`config.mk`:
```
export PLATFORM = sky130hd
export DESIGN_NAME = seq_detect_param
export DESIGN_NICKNAME = d
export VERILOG_FILES = /design/src/rtl/seq_detect_param.sv
export SDC_FILE = /design/constraint.sdc
export NUM_CORES = 1
export LEC_CHECK = 0
export ABC_AREA = 1
export CAP_MARGIN = 20
export CORE_AREA = 4 4 41 43
export DETAILED_ROUTE_END_ITERATION = 10
export DIE_AREA = 0 0 45 47
export GPL_TIMING_DRIVEN = 0
export SLEW_MARGIN = 20
export SYNTH_ARGS = -nofsm -noshare
export SYNTH_HDL_FRONTEND = slang
export SYNTH_SLANG_ARGS = --single-unit
```
`constraint.sdc`:
```
create_clock -name clk -period 1.6 [get_ports clk]
set_input_delay 0.32 -clock clk [delete_from_list [all_inputs] [get_ports clk]]
set_output_delay 0.32 -clock clk [all_outputs]
set_load 0.01 [all_outputs]
```
`src/rtl/seq_detect_param.sv`:
```
// rtl/seq_detect_param.sv - parameterised serial pattern detector with Mealy match and saturating count
// Optional build macro: SEQDET_CNT_EN (match counter present when defined, tied to 0 otherwise).
module seq_detect_param #(
  parameter int                 PAT_LEN = 4,
  parameter logic [PAT_LEN-1:0] PATTERN = 4'b1001,
  parameter bit                 OVERLAP = 1'b1,
  parameter int                 CNT_W   = 8
) (
  input  logic                         clk,
  input  logic                         rst_n,
  input  logic                         en,
  input  logic                         x,
  input  logic                         clr,
  output logic                         y,
  output logic [CNT_W-1:0]             match_cnt,
  output logic [$clog2(PAT_LEN+1)-1:0] fill
);

  localparam int                FILL_W = $clog2(PAT_LEN + 1);
  localparam logic [FILL_W-1:0] FULL   = FILL_W'(PAT_LEN - 1);

  generate
    if ((PAT_LEN < 2) || (PAT_LEN > 32)) begin : g_bad_len
      $error("seq_detect_param: PAT_LEN must be in 2..32");
    end
  endgenerate

  logic [PAT_LEN-2:0] r_hist;
  logic [FILL_W-1:0]  r_fill;
  logic [PAT_LEN-1:0] w_window;
  logic               w_full;

  assign w_window = {r_hist, x};
  assign w_full   = (r_fill == FULL);
  assign y        = en & w_full & (w_window == PATTERN);
  assign fill     = r_fill;

  always_ff @(posedge clk or negedge rst_n) begin
    if (!rst_n) begin
      r_hist <= '0;
      r_fill <= '0;
    end else if (clr) begin
      r_hist <= '0;
      r_fill <= '0;
    end else if (en) begin
      if (y && !OVERLAP) begin
        // Non-overlapping: a fresh full pattern is required after every hit.
        r_hist <= '0;
        r_fill <= '0;
      end else begin
        r_hist <= w_window[PAT_LEN-2:0];
        if (!w_full) r_fill <= r_fill + FILL_W'(1);
      end
    end
  end

`ifdef SEQDET_CNT_EN
  logic [CNT_W-1:0] r_cnt;

  always_ff @(posedge clk or negedge rst_n) begin
    if (!rst_n) begin
      r_cnt <= '0;
    end else if (clr) begin
      r_cnt <= '0;
    end else if (y && (r_cnt != {CNT_W{1'b1}})) begin
      r_cnt <= r_cnt + CNT_W'(1);
    end
  end

  assign match_cnt = r_cnt;
`else
  assign match_cnt = '0;
`endif

endmodule

```
==> results of run 1 <==
## cell usage after synthesis (all sizes together)
cell type,count
ha,2
nand3,7
nand4,2
dfrtp,6
inv,6
conb,1
o21ai,3
nand2,7
buf,8
nor2,4
## per-layer routing
metal | track usage (%) | vias to the layer above | routed length [um]
met5 | 0 | - | 0
met4 | 8.77 | 0 | 23
met3 | 2.30 | 4 | 82
met2 | 12.1 | 15 | 399
met1 | 9.47 | 159 | 349
li1 | - | 179 | -
## report_power, final
part	internal, W	switching, W
clock	0.0000851	0.0000581
combinational	0.0000581	0.0000515
sequential	0.000163	0.00000685
## final cells by class
cell class | count | share of cell area, %
multi-input cells | 33 | 31.3
flip-flops and latches | 6 | 26.6
repair buffers | 13 | 20.2
plain buffers | 8 | 10.6
clock buffers | 3 | 3.99
inverters | 6 | 3.99
well taps | 15 | 3.33
## through the flow
stage	TNS, ns	instance area, um2	total power (W)	hold slack, ns
floorplan	0	394	0.000226	0.0244
global placement	-0.395	493	0.000263	0.506
detailed placement	-0.387	493	0.000264	0.516
CTS	0	534	0.000420	0.329
global route	-0.0835	564	0.000451	0.328
finish	0	564	0.000423	0.327
## kinds of logic (layout without fill, tap and decap cells)
| kind of cell | Yosys count | after routing |
|---|---|---|
| compound gates | 3 | 3 |
| fa+ha+maj | 2 | 2 |
| buf+inv | 14 | 30 |
| flops | 6 | 6 |
| other cells | 1 | 8 |
| simple gates | 20 | 20 |
## flip-flops by register name, indices dropped and copies added (netlist names)
signal,cells
fill,3
r_hist,3
## critical path, cell delays in order, from the launching register on
cell	delay (ns)
sky130_fd_sc_hd__dfrtp_1	0.36
sky130_fd_sc_hd__buf_4	0.12
sky130_fd_sc_hd__clkdlybuf4s50_1	0.52
## layout by cell type (no fill, tap or decap)
cell and count:
sky130_fd_sc_hd__clkbuf_4 3, sky130_fd_sc_hd__buf_2 1, sky130_fd_sc_hd__dfrtp_1 6, sky130_fd_sc_hd__buf_4 13, sky130_fd_sc_hd__conb_1 8, sky130_fd_sc_hd__dlygate4sd2_1 1, sky130_fd_sc_hd__nand2_1 6, sky130_fd_sc_hd__nor2_1 4
sky130_fd_sc_hd__inv_1 5, sky130_fd_sc_hd__nand3_1 7, sky130_fd_sc_hd__nand4_1 2, sky130_fd_sc_hd__nand2_2 1, sky130_fd_sc_hd__ha_4 1, sky130_fd_sc_hd__ha_2 1, sky130_fd_sc_hd__o21ai_0 3, sky130_fd_sc_hd__dlymetal6s2s_1 1
sky130_fd_sc_hd__clkdlybuf4s50_1 5, sky130_fd_sc_hd__inv_2 1
## worst max path at each step
stage / startpoint / endpoint / slack, ns / cells past startpoint
floorplan: fill[0]$_DFFE_PN0P_ / y / 0.29 / 4
global placement: en / y / -0.40 / 4
detailed placement: en / y / -0.39 / 4
CTS: fill[0]$_DFFE_PN0P_ / y / 0.0004 / 5
global route: fill[1]$_DFFE_PN0P_ / y / -0.03 / 5
finish: fill[1]$_DFFE_PN0P_ / fill[1] / 0.04 / 2
## timing repair
action	CTS	global route
pin swaps	1	4
setup buffers	3	2
endpoints found under the setup margin	1	2
resized for setup	6	3
==> results.txt, run 1 <==
The flow ran to the end, and the final reports show no timing, DRC or antenna violations. For the minimum setup slack in the final design, the log shows 0.0422 ns. In this run the core area contains 13 standard-cell rows. The cell count after placement came out at 76. The total of buffers placed on input and output ports is 8. Once the floorplan was initialized, standard cells occupied 28.3% of the core.

The leakage component of the power is 0.313 nW, and the routed via count divided by cell count is 4.25. The initial antenna violation count was 0; the routed length per instance was 10.2 um. Antenna diode instance count: 0. The number of vias after detailed routing was 357. The synthesized design spends more area on one cell type than any other, namely sky130_fd_sc_hd__dfrtp_1. Total global routing track utilization: 8.34%.

The run gives 9 as the count of routing violations after the opening detailed-route iteration. From bottom edge to top edge, the die measures 47 um. The run gives 150 um2 as the register area.

Setup repair after global routing could not meet its margin everywhere. Wires add up to 855 um. After synthesis, the cell types taking the most area are sky130_fd_sc_hd__dfrtp_1, sky130_fd_sc_hd__buf_4, sky130_fd_sc_hd__nand3_1, sky130_fd_sc_hd__ha_1, sky130_fd_sc_hd__nand2_1. The wire-length estimate of the detail-placed layout is 572 um. The synthesized design contains 6 register bits. The largest buffer count on any clock path was 2; the first-pass detailed-route iteration total was 4.

The finished layout holds 84 standard cells, fillers aside. In this run the worst path has a maximum fanout of 2. Once detail routing completed, the nets flagged for antenna violations numbered 0.

Type of the most critical hold path: in -> async. At the end of the flow the core is filled with cells to 43.4%. The worst setup path is launched from a register. The final number of max-transition violations came out at 0.

The number of endpoints failing setup at the final stage was 0; the power per cell area was 750 mW/mm2. The filler cells instantiated in the layout total 141. The core region is 0.00130 mm2. The portion of synthesized area spent on multiplexers is 0%. Post-synthesis share of cell area spent on xor and xnor gates: 0%. The via count of the first global-routing pass was 278; the hold violation total from the final report was 0.

The share of the synthesized area in the top cell type is 40.8%. Clock tree root buffer cell: sky130_fd_sc_hd__clkbuf_4. Summing the areas of all and, or, nand and nor instances in the mapped netlist gives 24.8% of the synthesized area. Global routing finished with a remaining overflow of 0.

The highest achievable clock rate is 642 MHz. Entering global routing, the biggest net connects 9 pins. From left edge to right edge, the die measures 45 um.

The worst path uses 97.4% of the clock period. The logs give 12 for the number of distinct library cells after synthesis and 40.8% for the sequential area share after synthesis. The post-route netlist has 30.4% of its cells at a drive strength greater than 1. TritonCTS built the clock tree.

The run gives -0.387 ns as the post-placement setup slack. The capture point of the worst reg-to-reg path was fill[2]$_DFFE_PN0P_. Area of the mapped netlist: 368 um2.

For this design the top-level I/O count stands at 17. The tools report the required time of the critical path as 1.28 ns. The kind of capture point of the worst setup path was an output pin.

The critical path arrival was 1.24 ns. The start of the worst register-to-register path was fill[1]$_DFFE_PN0P_. The clock-pin slew reported for the worst setup and hold paths after clock tree synthesis was 0.05 ns. The tools report the layout net count as 78. The mean post-synth cell area was 8.00 um2; the max-cap check violation count was 0. The maximum resistive drop on vdd was 0.427 mV. The H-tree depth is 1.

After detailed routing, the number of remaining DRC violations is 0. The critical path in this run is classified as reg -> out. The first global-routing pass estimated 1180 um of wire. The adder and majority gate portion of the synthesized area was 6.80%. The setup check on the worst reg-to-reg path leaves a slack of 0.06 ns. In this run, post-CTS hold repair placed 0 buffers. Largest family of logic cells by synthesized area: simple AND/OR/NAND/NOR gates. The clock period minus worst slack is 1.56 ns. CTS saw 6 sinks. Yosys printed 0 warnings. The tools report the cell count after synthesis as 46. The logs give 0.000154 ns for the setup clock skew after layout and 0.00212 mm2 for the area of the die. Clock latency of the later-clocked register in the worst-skew pair: 0.24 ns.

In this run, CTS created clock tree buffers numbering 3. The signed area change from the synthesized netlist to the final layout is 53.4%. The tools report the area occupied by multi-input gates as 176 um2. The number of cells on the worst reg-to-reg path is 9. Compound-gate portion of the synthesized area: 4.08%. The tools report the final RePlAce weighted congestion as 0.762.
Note: power is estimated with default switching activity, not from simulation.
==> inputs of run 2 (changes only) <==
--- a/config.mk
+++ b/config.mk
@@ -11,6 +11,7 @@
 export DETAILED_ROUTE_END_ITERATION = 10
 export DIE_AREA = 0 0 45 47
 export GPL_TIMING_DRIVEN = 0
+export SKIP_LAST_GASP = 1
 export SLEW_MARGIN = 20
 export SYNTH_ARGS = -nofsm -noshare
 export SYNTH_HDL_FRONTEND = slang
==> results of run 2 <==
No change in the layout: final DEF, timing and power equal those of run 1.
==> inputs of run 3 (changes only) <==
--- a/config.mk
+++ b/config.mk
@@ -5,7 +5,6 @@
 export SDC_FILE = /design/constraint.sdc
 export NUM_CORES = 1
 export LEC_CHECK = 0
-export ABC_AREA = 1
 export CAP_MARGIN = 20
 export CORE_AREA = 4 4 41 43
 export DETAILED_ROUTE_END_ITERATION = 10
==> run 3 against run 2 <==
  * Final cell count is 15% lower
  * Register-to-register slack hardly changed
  * Sequential share of layout area fell by 0.18 points
  * Critical endpoint is now y
  * Synthesized cell count shrank 20%
  * Power fell by 7.9%
  * Sequential power fell by 2%
  * Clock skew up 0.0027 ns
  * Critical path depth grew 2
  * Via count shrank 20%
  * First-iteration DRC count is 67% lower
  * Wire length is 19% lower
==> results.txt, run 3 <==
The run finished with clean final reports. Setup repair after global routing could not meet its margin everywhere. At the placement stage, the worst setup path has a slack of -0.420 ns. Top routing layer in use: met3.

In the detailed route, the total length drawn on met3 is 84 um. The synthesized design contains 0 enable-type register cells. Dominant register cell in the synthesized netlist: sky130_fd_sc_hd__dfrtp_1. From synthesis to final layout, the design area changed by 45.0%.

In this run the remaining antenna-violating nets after routing total 0. In this run, synthesis produced a sequential element count of 6. Leaving out fill and tap cells, the most frequent cells in the layout are sky130_fd_sc_hd__buf_4, sky130_fd_sc_hd__conb_1, sky130_fd_sc_hd__dfrtp_1.

Total power for the finished layout comes to 0.000390 W. The highest achievable clock rate is 631 MHz. Counting every sink on the clock net gives 6.

The required time of the critical path is 1.28 ns, and the layout net count is 65. After synthesis, the share of flip-flops with an asynchronous set or reset is 100%. TritonCTS built the clock tree.

The run gives 392 um2 as the area of the mapped netlist. The worst setup path is launched from a register. Clock tree synthesis inserted a total of 3 buffers.

Clock period minus worst slack: 1.58 ns. The total core area was 0.00130 mm2; the area of the die was 0.00212 mm2. The run gives 1020 um as the global-route wire length before repair. The mean post-synth cell area was 10.6 um2; the total routed wirelength was 691 um. The Yosys step of the flow raised 0 warnings. The total global routing track utilization is 7.39%.

The largest buffer count on any clock path is 2, and the x dimension of the die is 45 um. Setup violations remaining at the end of the flow were counted as 0. The logs give 284 for the number of vias after detailed routing and 0 for the initial antenna violation count. After synthesis, flip-flops and latches occupy 38.3% of the total area. VDD sags by at most 0.451 mV. The synthesized netlist contains 19 unique library cells. Ranked by total cell area, the synthesized netlist is headed by sky130_fd_sc_hd__dfrtp_1, sky130_fd_sc_hd__buf_4, sky130_fd_sc_hd__mux2i_1, sky130_fd_sc_hd__ha_1, sky130_fd_sc_hd__nor2_1. Measured along the y axis, the die boundary spans 47 um. The tools report the hold violation total from the final report as 0. sky130_fd_sc_hd__buf_4 is the most common cell in the netlist. The tools report the final number of max-transition violations as 0. The first TritonRoute pass finished after 2 iterations. For this run the aggregate overflow at the end of global routing stands at 0.

Cell type contributing the most total cell area after synthesis: sky130_fd_sc_hd__dfrtp_1. The count of unresolved DRC violations after routing is 0, and the biggest fanout along the worst timing path is 2. The worst setup path is captured at an output pin. The H-tree depth was 1; the number of fillers in the final layout was 146.

The antenna diode instance count is 0, and the met2 routed wirelength is 308 um. The share of the synthesized area in the top cell type came out at 38.3%. For the worst-skew pair, the clock arrives at the later sink with an insertion delay of 0.24 ns. Critical path arrival: 1.26 ns. The pin count of the biggest net entering global routing was 10; the routed length per instance was 9.73 um. For this design, the CTS-stage hold fixing added 0 buffers. The via count of the first global-routing pass was 247. Clock tree root buffer cell: sky130_fd_sc_hd__clkbuf_4. The routed via count divided by cell count was 4.00. Setup slack on the critical path of the routed design comes to 0.0164 ns. In this run the count of I/O pins placed on the die edge is 17. The library cell used most frequently in the layout, excluding fill and tap cells, is sky130_fd_sc_hd__buf_4. Clock skew on the completed layout was measured at 0.00289 ns.

The max-cap check violation count was 0. Sorting the synthesized cells by how often they occur yields sky130_fd_sc_hd__buf_4, sky130_fd_sc_hd__dfrtp_1, sky130_fd_sc_hd__nor2_1, sky130_fd_sc_hd__mux2i_1, sky130_fd_sc_hd__ha_1. Clock-pin slew was measured on the worst setup and hold paths at 0.04 ns. Summed over all cells, the static leakage comes to 0.308 nW. Synthesis produced a netlist whose cell count is 37.

The power per cell area came out at 686 mW/mm2. The critical path is of the reg -> out type. Count of routing violations after the opening detailed-route iteration: 3. Once the floorplan was initialized, standard cells occupied 30.1% of the core. After layout, the worst path uses 99.0% of the clock period. Cells fill 43.7% of the core in the end. The final RePlAce weighted congestion was 0.653; the placement row count was 13. The total of buffers placed on input and output ports is 6, and the share of post-route cells with drive strength above 1 is 39.3%. For the detailed-route wire length on metal 1, the log shows 299 um. The path class of the tightest hold or removal check is in -> reg.
run 3: routing by layer:
metal / global-route usage, % / vias to the layer above
met2: 10.7 / 14
met5: 0 / -
met1: 7.87 / 123
li1: - / 147
met3: 6.90 / 0
met4: 1.75 / 0
run 3: final timing paths:
kind / from / end / slack [ns] / cells after the start
worst max-delay path: fill[0]$_DFFE_PN0P_ / y / 0.02 / 4
worst min-delay path: clr / r_hist[2]$_DFFE_PN0P_ / 0.26 / 2
worst max register to register: fill[0]$_DFFE_PN0P_ / fill[0]$_DFFE_PN0P_ / 0.05 / 5
worst min register to register: r_hist[2]$_DFFE_PN0P_ / r_hist[2]$_DFFE_PN0P_ / 0.54 / 2
max in group asynchronous: rst_n / r_hist[1]$_DFFE_PN0P_ / 1.05 / 1
min in group asynchronous: rst_n / r_hist[2]$_DFFE_PN0P_ / 0.32 / 1
run 3: power breakdown:
| group | switching (W) | internal [W] | total [W] |
|---|---|---|---|
| registers | 0.00000589 | 0.000160 | 0.000166 |
| logic | 0.0000367 | 0.0000506 | 0.0000873 |
| clock network | 0.0000516 | 0.0000846 | 0.000136 |
run 3: kinds of logic (layout without fill, tap and decap cells):
kind of cell	count (synthesis)	after routing	share of synthesized area, %
buffers and inverters	11	23	20.4
other	1	8	0.958
muxes	4	4	10.5
adders and majority gates	2	2	6.39
and+or+nand+nor	11	11	20.1
DFF	6	6	38.3
AOI/OAI and AO/OA	2	2	3.19
run 3: critical path: stages (launching register included):
cell	delay, ns
sky130_fd_sc_hd__dfrtp_1	0.35
sky130_fd_sc_hd__ha_2	0.20
sky130_fd_sc_hd__ha_4	0.13
sky130_fd_sc_hd__nor3b_4	0.19
sky130_fd_sc_hd__buf_2	0.16
run 3: area by class of cell:
cell class | instances | area (um2) | area share (%)
multi-input combinational | 27 | 214 | 37.7
sequential | 6 | 150 | 26.4
timing repair buffer | 9 | 82.6 | 14.5
buffer | 10 | 76.3 | 13.4
clock buffer | 3 | 22.5 | 3.96
tap | 15 | 18.8 | 3.30
inverter | 1 | 3.75 | 0.661
run 3: repair_timing:
| action | CTS | global route |
|---|---|---|
| setup endpoints to repair | 1 | 2 |
| buffers inserted | 3 | 0 |
| resized for setup | 7 | 4 |
| pin swaps | 0 | 2 |
run 3: through the flow:
stage	TNS [ns]	instances	hold WS [ns]	cell area, um2
after floorplan	0	44	0.0244	418
after global placement	-0.411	65	0.514	497
after detailed placement	-0.420	65	0.519	497
after CTS	0	71	0.254	547
after global routing	-0.0568	71	0.247	568
final	0	71	0.259	568
